## config.mk

```make
export PLATFORM = sky130hd
export DESIGN_NAME = hazard_unit
export DESIGN_NICKNAME = d
export VERILOG_FILES = /design/src/rtl/hazard_unit.sv
export SDC_FILE = /design/constraint.sdc
export NUM_CORES = 1
export LEC_CHECK = 0
export ABC_AREA = 1
export CAP_MARGIN = 25
export CORE_ASPECT_RATIO = 1.1
export CORE_MARGIN = 8
export CORE_UTILIZATION = 43
export DETAILED_ROUTE_END_ITERATION = 8
export GPL_TIMING_DRIVEN = 0
export MAX_ROUTING_LAYER = met4
export PLACE_DENSITY_LB_ADDON = 0.2
export SYNTH_ARGS = -nofsm -noshare
export SYNTH_HDL_FRONTEND = slang
export SYNTH_SLANG_ARGS = --single-unit
```

## constraint.sdc

```tcl
create_clock -name clk -period 3.02 [get_ports clk]
set_input_delay 0.755 -clock clk [delete_from_list [all_inputs] [get_ports clk]]
set_output_delay 0.755 -clock clk [all_outputs]
set_load 0.01 [all_outputs]
```

## src/rtl/hazard_unit.sv

```systemverilog
// Pipeline hazard controller for the 5-stage MIPS core: forwarding selects,
// load-use / branch / mult-div stalls and flushes, plus the mult/div hold FSM.
module hazard_unit #(
  parameter int MD_LATENCY = 4
) (
  input  logic       clk,
  input  logic       rst_n,
  input  logic [4:0] Rs_D,
  input  logic [4:0] Rt_D,
  input  logic [4:0] Rs_E,
  input  logic [4:0] Rt_E,
  input  logic [4:0] WriteReg_E,
  input  logic [4:0] WriteReg_M,
  input  logic [4:0] WriteReg_W,
  input  logic       RegWrite_E,
  input  logic       RegWrite_M,
  input  logic       RegWrite_W,
  input  logic       MemtoReg_E,
  input  logic       MemtoReg_M,
  input  logic       Branch_D,
  input  logic       PCSrc_D,
  input  logic       MulDiv_E,
  output logic       Stall_F,
  output logic       Stall_D,
  output logic       Stall_E,
  output logic       Flush_D,
  output logic       Flush_E,
  output logic       Flush_M,
  output logic       ForwardA_D,
  output logic       ForwardB_D,
  output logic [1:0] ForwardA_E,
  output logic [1:0] ForwardB_E,
  output logic       MD_busy
);

  typedef enum logic [1:0] {
    IDLE = 2'd0,
    BUSY = 2'd1,
    DONE = 2'd2
  } md_state_t;

  localparam logic [3:0] CNT_LOAD = 4'(MD_LATENCY - 3);

  md_state_t  state, state_next;
  logic [3:0] cnt, cnt_next;

  // $0 is hard-wired to zero, so it never constitutes a dependency.
  function automatic logic reg_match(input logic [4:0] dst, input logic [4:0] src);
    return (dst != 5'd0) && (dst == src);
  endfunction

  function automatic logic [1:0] fwd_sel_e(input logic [4:0] src,
                                           input logic       wr_m,
                                           input logic [4:0] dst_m,
                                           input logic       wr_w,
                                           input logic [4:0] dst_w);
    if (wr_m && reg_match(dst_m, src))      return 2'b10;
    else if (wr_w && reg_match(dst_w, src)) return 2'b01;
    else                                    return 2'b00;
  endfunction

  // State register
  always_ff @(posedge clk or negedge rst_n) begin
    if (!rst_n) begin
      state <= IDLE;
      cnt   <= 4'd0;
    end else begin
      // NOTE: sequential state uses non-blocking assignments so every flop samples pre-edge values.
      state <= state_next;
      cnt   <= cnt_next;
    end
  end

  // Next-state logic
  always_comb begin
    // NOTE: defaults first so no path leaves a variable unassigned (avoids latches).
    state_next = state;
    cnt_next   = cnt;
    unique case (state)
      IDLE: if (MulDiv_E) begin
        state_next = BUSY;
        cnt_next   = CNT_LOAD;
      end
      BUSY: if (cnt == 4'd0) state_next = DONE;
            else             cnt_next   = cnt - 4'd1;
      DONE: state_next = IDLE;
      default: begin
        state_next = IDLE;
        cnt_next   = 4'd0;
      end
    endcase
  end

  logic       lwstall, brstall, mdstall, any_stall;
  logic       fwd_a_d, fwd_b_d;
  logic [1:0] fwd_a_e, fwd_b_e;

  // Hazard detection
  always_comb begin
    lwstall = MemtoReg_E && (reg_match(WriteReg_E, Rs_D) || reg_match(WriteReg_E, Rt_D));
    brstall = Branch_D &&
              ((RegWrite_E && (reg_match(WriteReg_E, Rs_D) || reg_match(WriteReg_E, Rt_D))) ||
               (MemtoReg_M && (reg_match(WriteReg_M, Rs_D) || reg_match(WriteReg_M, Rt_D))));
    // DONE ignores MulDiv_E so the finishing op can leave EX without retriggering.
    mdstall   = ((state == IDLE) && MulDiv_E) || (state == BUSY);
    any_stall = lwstall || brstall || mdstall;
    fwd_a_d   = RegWrite_M && reg_match(WriteReg_M, Rs_D);
    fwd_b_d   = RegWrite_M && reg_match(WriteReg_M, Rt_D);
    fwd_a_e   = fwd_sel_e(Rs_E, RegWrite_M, WriteReg_M, RegWrite_W, WriteReg_W);
    fwd_b_e   = fwd_sel_e(Rt_E, RegWrite_M, WriteReg_M, RegWrite_W, WriteReg_W);
  end

  // Output logic; everything is held low while reset is asserted.
  always_comb begin
    Stall_F    = 1'b0;
    Stall_D    = 1'b0;
    Stall_E    = 1'b0;
    Flush_D    = 1'b0;
    Flush_E    = 1'b0;
    Flush_M    = 1'b0;
    ForwardA_D = 1'b0;
    ForwardB_D = 1'b0;
    ForwardA_E = 2'b00;
    ForwardB_E = 2'b00;
    MD_busy    = 1'b0;
    if (rst_n) begin
      Stall_F    = any_stall;
      Stall_D    = any_stall;
      Stall_E    = mdstall;
      Flush_M    = mdstall;
      // A held EX stage must never be bubbled, so mdstall masks the flush.
      Flush_E    = (lwstall || brstall) && !mdstall;
      Flush_D    = PCSrc_D && !any_stall;
      ForwardA_D = fwd_a_d;
      ForwardB_D = fwd_b_d;
      ForwardA_E = fwd_a_e;
      ForwardB_E = fwd_b_e;
      MD_busy    = (state == BUSY);
    end
  end

endmodule

```

# Yosys cells after proc, flatten, opt, wreduce, memory -nomap -nowiden
# Cells that the tools add are included.
op_classes:
  addsub: 1
  n_mul: 0
  div_mod_pow: 0
  order_cmp: 0
  n_eq_ne: 13
  shift: 0
  mux: 19
  n_bitwise: 1
  reduce_logical: 36
ops:
  columns: ["op", "count"]
  rows:
  - ["5-bit == test", 8]
  - ["1-bit logical AND", 21]
  - ["5-bit nonzero test", 3]
  - ["2-bit two-way mux", 6]
  - ["4-bit case mux with 3 select lines", 1]
  - ["1-bit two-way mux", 9]
  - ["4-bit two-way mux", 2]
  - ["1-bit logical OR", 6]
  - ["2-bit inequality test (second input constant)", 3]
  - ["4-bit logical NOT", 1]
  - ["2-bit case mux with 2 select lines", 1]
  - ["4-bit by 1-bit subtractor with 4-bit output (second input constant)", 1]
  - ["3-bit AND reduction", 1]
  - ["2-bit by 1-bit == test with 1-bit output (second input constant)", 1]
  - ["2-bit == test (second input constant)", 1]
  - ["1-bit logical NOT", 2]
  - ["2-bit logical NOT", 1]
  - ["2-bit AND reduction", 1]
  - ["1-bit NOT", 1]
totals:
  reg_bits: 6
  latch_bits: 0
  mem_bits_rw: 0
  mem_bits_ro: 0
  inputBits: 45
  out_inout_bits: 13
  wordCells: 72
  memories: 0

# Longest topological paths before layout
# Gate-level depths: netlist (run 1).
depth:
  ltp_word: 11
  depth_mapped: 12
  mapped_depth_nobuf: 11

# Worst setup path before layout (run 1)
# OpenSTA, ideal clock, no wires.
synth_path:
  path_kind: "input to output"
  startpoint: "input port WriteReg_M[4]"
  endpoint: "output port Stall_F"
  arrival_time_ns: 1.697
  t_required_ns: 2.265
  path_slack_ns: 0.568
  stages: 11
  n_path_buf: 2
  path_cell_list: "buf_6 > nand3b_4 > nor2_4 > nor2_1 > nand2_1 > nand2_1 > nand2_2 > nand2_2 > nand2_1 > nand2_1 > buf_4"
synth_between:
  elab_chain_cells: 9
  elab_cells_between_ends: 12
  classes_between: "eq/ne: 2; mux: 1; reduce/logical: 9"
synth_lines:
  columns: ["item", "line_no", "source"]
  rows:
  - ["start: declaration", "13", "input logic [4:0] WriteReg_M,"]
  - ["5-bit == test or 5-bit nonzero test (tied branches)", "49", "return (dst != 5'd0) && (dst == src);"]
  - ["1-bit logical AND", "49", null]
  - ["1-bit logical OR (*)", "103", "(MemtoReg_M && (reg_match(WriteReg_M, Rs_D) || reg_match(WriteReg_M, Rt_D))));"]
  - ["1-bit logical AND (*)", "103", null]
  - ["1-bit logical OR (*)", "102", "((RegWrite_E && (reg_match(WriteReg_E, Rs_D) || reg_match(WriteReg_E, Rt_D))) ||"]
  - ["1-bit logical AND (*)", "101", "brstall = Branch_D &&"]
  - ["1-bit logical OR (*) (2 in a row)", "106", "any_stall = lwstall || brstall || mdstall;"]
  - ["1-bit two-way mux (*)", null, null]
  - ["end: declaration", "23", "output logic Stall_F,"]
# Every way passes the cells marked *; elsewhere a longest branch is shown, timed or not.

# Worst setup path after layout (run 1)
layout_path:
  startpoint: "input port MulDiv_E"
  endpoint: "output port Stall_E"
layout_between:
  elab_chain_cells: 3
layout_lines:
  columns: ["item", "line_no", "source"]
  rows:
  - ["start: declaration", "22", "input logic MulDiv_E,"]
  - ["1-bit logical AND", "105", "mdstall = ((state == IDLE) && MulDiv_E) || (state == BUSY);"]
  - ["1-bit logical OR", "105", null]
  - ["1-bit two-way mux", "126", "if (rst_n) begin"]
  - ["end: declaration", "25", "output logic Stall_E,"]
# No other way between the ends.

==> reports/results.tsv, run 1 <==
stage	metric	value	unit
power_and_ir_drop	Leak Pwr	0.0009830	uW
logic_synthesis	Yosys warning total	0	
critical_path	Worst EP required	2.26	ns
placed_design	dpl cells	265	
power_and_ir_drop	VDD IR max	0.4237	mV
layout	Core Util, Final	70.04	%
detailed_routing	DRT Pass-1 Iters	4	
grt	met2 Use GR	27.10	%
grt	grt met1 use	16.53	%
sta	final setup violation count	0	
grt	first-pass GRT wire length	5685	um
die	Initial Util	44.64	%
detailed_routing	via count	1289	
grt	GRT Overall Usage	15.44	%
logic_synthesis	Post-synth top cells	40 x nand2_1, 30 x inv_1, 20 x nor2_1	
layout	P&R area growth vs syn	56.92	%
grt	vias in the first global route	1300	
grt	initial antenna violation count	0	
cts	clk buf depth	2	
critical_path	r2r setup slk	1.43	ns
logic_synthesis	async set-reset flop share out of synthesis	100.0	%
cts	Worst-Skew Late Latency	0.25	ns
layout	design area	1732	um^2
critical_path	Max Fanout on Critical Path	3	
cts	Post-CTS Hold Fix Bufs	0	
sta	Rel. slew slack	80.91	%
power_and_ir_drop	pwr dens	357.8	nW/um^2
grt	remaining global-route overflow	0	
critical_path	Worst setup EP type	output pin	
layout	share of cells above drive strength 1	9.705	%
cts	TritonCTS Buffers	3	
die	die footprint	4445	um^2
detailed_routing	final wirelength	3394	um
sta	crit path time final	2.927	ns
logic_synthesis	post-synth top area share	13.61	%
detailed_routing	Vias/cell	4.810	
status	status	finished, final reports clean	
logic_synthesis	Distinct cells, synth	25	
grt	met3 Use GR	2.908	%
detailed_routing	DRC	0	
sta	max-slew violations	0	
sta	Slew @ Worst Pin	0.2860	ns
sta	Hold Violations, Final	0	
detailed_routing	Iter 0 DRT Violations	36	
die	Rows	19	
logic_synthesis	syn nets	227	
detailed_routing	WL/cell	12.66	um
sta	Final Cycle Share	96.91	%
grt	largest net degree at the start of global routing	12	
cts	# H-tree levels	1	
placed_design	DP Area	1683	um^2
sta	clock skew	0.001129	ns
critical_path	CP arrival	2.17	ns
logic_synthesis	sequential-to-total area share from yosys stat	13.61	%
cts	root buffer cell	clkbuf_4	
cts	Worst-path clk slew	0.05	ns
logic_synthesis	leading area contributor after synthesis	dfrtp_1	
hold_path	Hold Crit Class	input pin to asynchronous set/reset pin	
die	die width	64.30	um
sta	Max Freq	341.7	MHz
placed_design	HPWL after DPL	2897	um
detailed_routing	post-route ant nets	0	
die	io pins	58	
power_and_ir_drop	total power	619.5	uW
run	max_cap viols	0	
die	Core ar.	2472	um^2
critical_path	reg2reg path depth	8	
logic_synthesis	Synth Instances	180	
critical_path	worst r2r dst	cnt[0]	
logic_synthesis	number of flops mapped to enable cells by yosys	0	
cts	CTS tree	yes	
cts	# Post-CTS Setup Buffers	0	
critical_path	critical path type	input pin to output pin	
critical_path	Startpoint Class	input pin	
placed_design	Port Buffer Count	54	
logic_synthesis	top-count cell post-synth	nand2_1	
placed_design	routability cong.	0.8579	
cts	Clock Sink Count	6	
logic_synthesis	Avg Inst Size Synth	6.131	um^2
grt	GR peak layer	met2	
logic_synthesis	number of synthesized register bits	6	
logic_synthesis	Main synth FF type	dfrtp_1	
sta	hold slack	0.4542	ns
layout	# nets final	286	
logic_synthesis	synthesized cell area	1104	um^2
layout	non-filler cells, final	268	
logic_synthesis	Area contributors post-synth	dfrtp_1 14%, nand2_1 14%, xnor2_1 12%, inv_1 10%, xor2_1 9.5%	
layout	ant diodes	0	
critical_path	Critical Path Start	MulDiv_E	
die	DIE HEIGHT	69.13	um
sta	RSZ-0062 raised after global routing	false	
critical_path	RR Startpoint	cnt[0]	
## layout by cell type (no fill, tap or decap), drive strengths merged, types with 4 or more instances in the layout
master and instances:
o22ai 5, o21ai 5, buf 6, clkdlybuf4s50 27, a21oi 7, xnor2 15, clkbuf 4, inv 34
nand2 43, xor2 12, nor3 7, dlymetal6s2s 13, nand3 9, dlygate4sd2 10, dfrtp 6, nor2 21
## power breakdown
part / leakage (uW) / internal [uW] / switching, uW
sequential: 0.0000767 / 114 / 15.4
clock: 0.0000138 / 45.1 / 31.9
combinational: 0.000893 / 191 / 222
total: 0.000983 / 350 / 270
## state kept, by name, summed over array words and instances (netlist names)
signal  cells
state       2
cnt         4
## layer usage
| layer | part of all wire (%) | up-vias |
|---|---|---|
| met5 | 0 | - |
| met4 | 1.5 | 0 |
| met3 | 5.5 | 5 |
| met2 | 52 | 30 |
| met1 | 41 | 579 |
| li1 | - | 675 |
## logic make-up after synthesis
group | Yosys count | synth area share, %
xor gates and xnor gates | 27 | 21.43
AOI/OAI and AO/OA | 22 | 12.24
and+or+nand+nor | 84 | 34.47
buffers and inverters | 39 | 15.99
adders and majority gates | 2 | 2.267
DFF | 6 | 13.61
## what timing repair did
action	in CTS	in global routing
setup endpoints to repair	13	7
resized for setup	19	17
cloned	0	0
## through the flow
step	TNS, ns	worst slack, ns
after detailed placement	-4.476	-0.5246
after global routing	0	0.008057
after CTS	0	0.004286
final	0	0.09345
after global placement	-4.220	-0.4872
after floorplan	0	0.5683
## worst max path at each step
stage                    end  slack (ns)  cells past startpoint
2_1_floorplan        Stall_F        0.57                     11
3_3_place_gp   ForwardA_E[0]       -0.49                      8
3_5_place_dp         Stall_F       -0.52                      7
4_1_cts              Stall_E       0.004                      7
5_1_grt              Stall_E       0.008                      7
6_report             Stall_E        0.09                      7
## worst max-delay path, cell delays in order
cell             delay [ns]
clkdlybuf4s50_1        0.47
nand2_1                0.07
nand2_1                0.06
inv_1                  0.08
nor2_4                 0.10
buf_4                  0.11
clkdlybuf4s50_1        0.52
## area by class of cell
cell class | count | area [um^2]
buffer | 5 | 48.80
clock buffer | 3 | 22.52
fill | 226 | 740.7
inverter | 34 | 127.6
multi-input combinational | 135 | 789.5
sequential | 6 | 150.1
tap | 31 | 38.79
timing repair buffer | 54 | 554.3
Note: power is estimated with default switching activity, not from simulation.
==> run 2: changes to the inputs <==
--- a/config.mk
+++ b/config.mk
@@ -10,6 +10,7 @@
 export CORE_ASPECT_RATIO = 1.1
 export CORE_MARGIN = 8
 export CORE_UTILIZATION = 43
+export CTS_CLUSTER_DIAMETER = 50
 export DETAILED_ROUTE_END_ITERATION = 8
 export GPL_TIMING_DRIVEN = 0
 export MAX_ROUTING_LAYER = met4
==> results of run 2 <==
The final DEF is identical to that of run 1; final timing and power are the same.
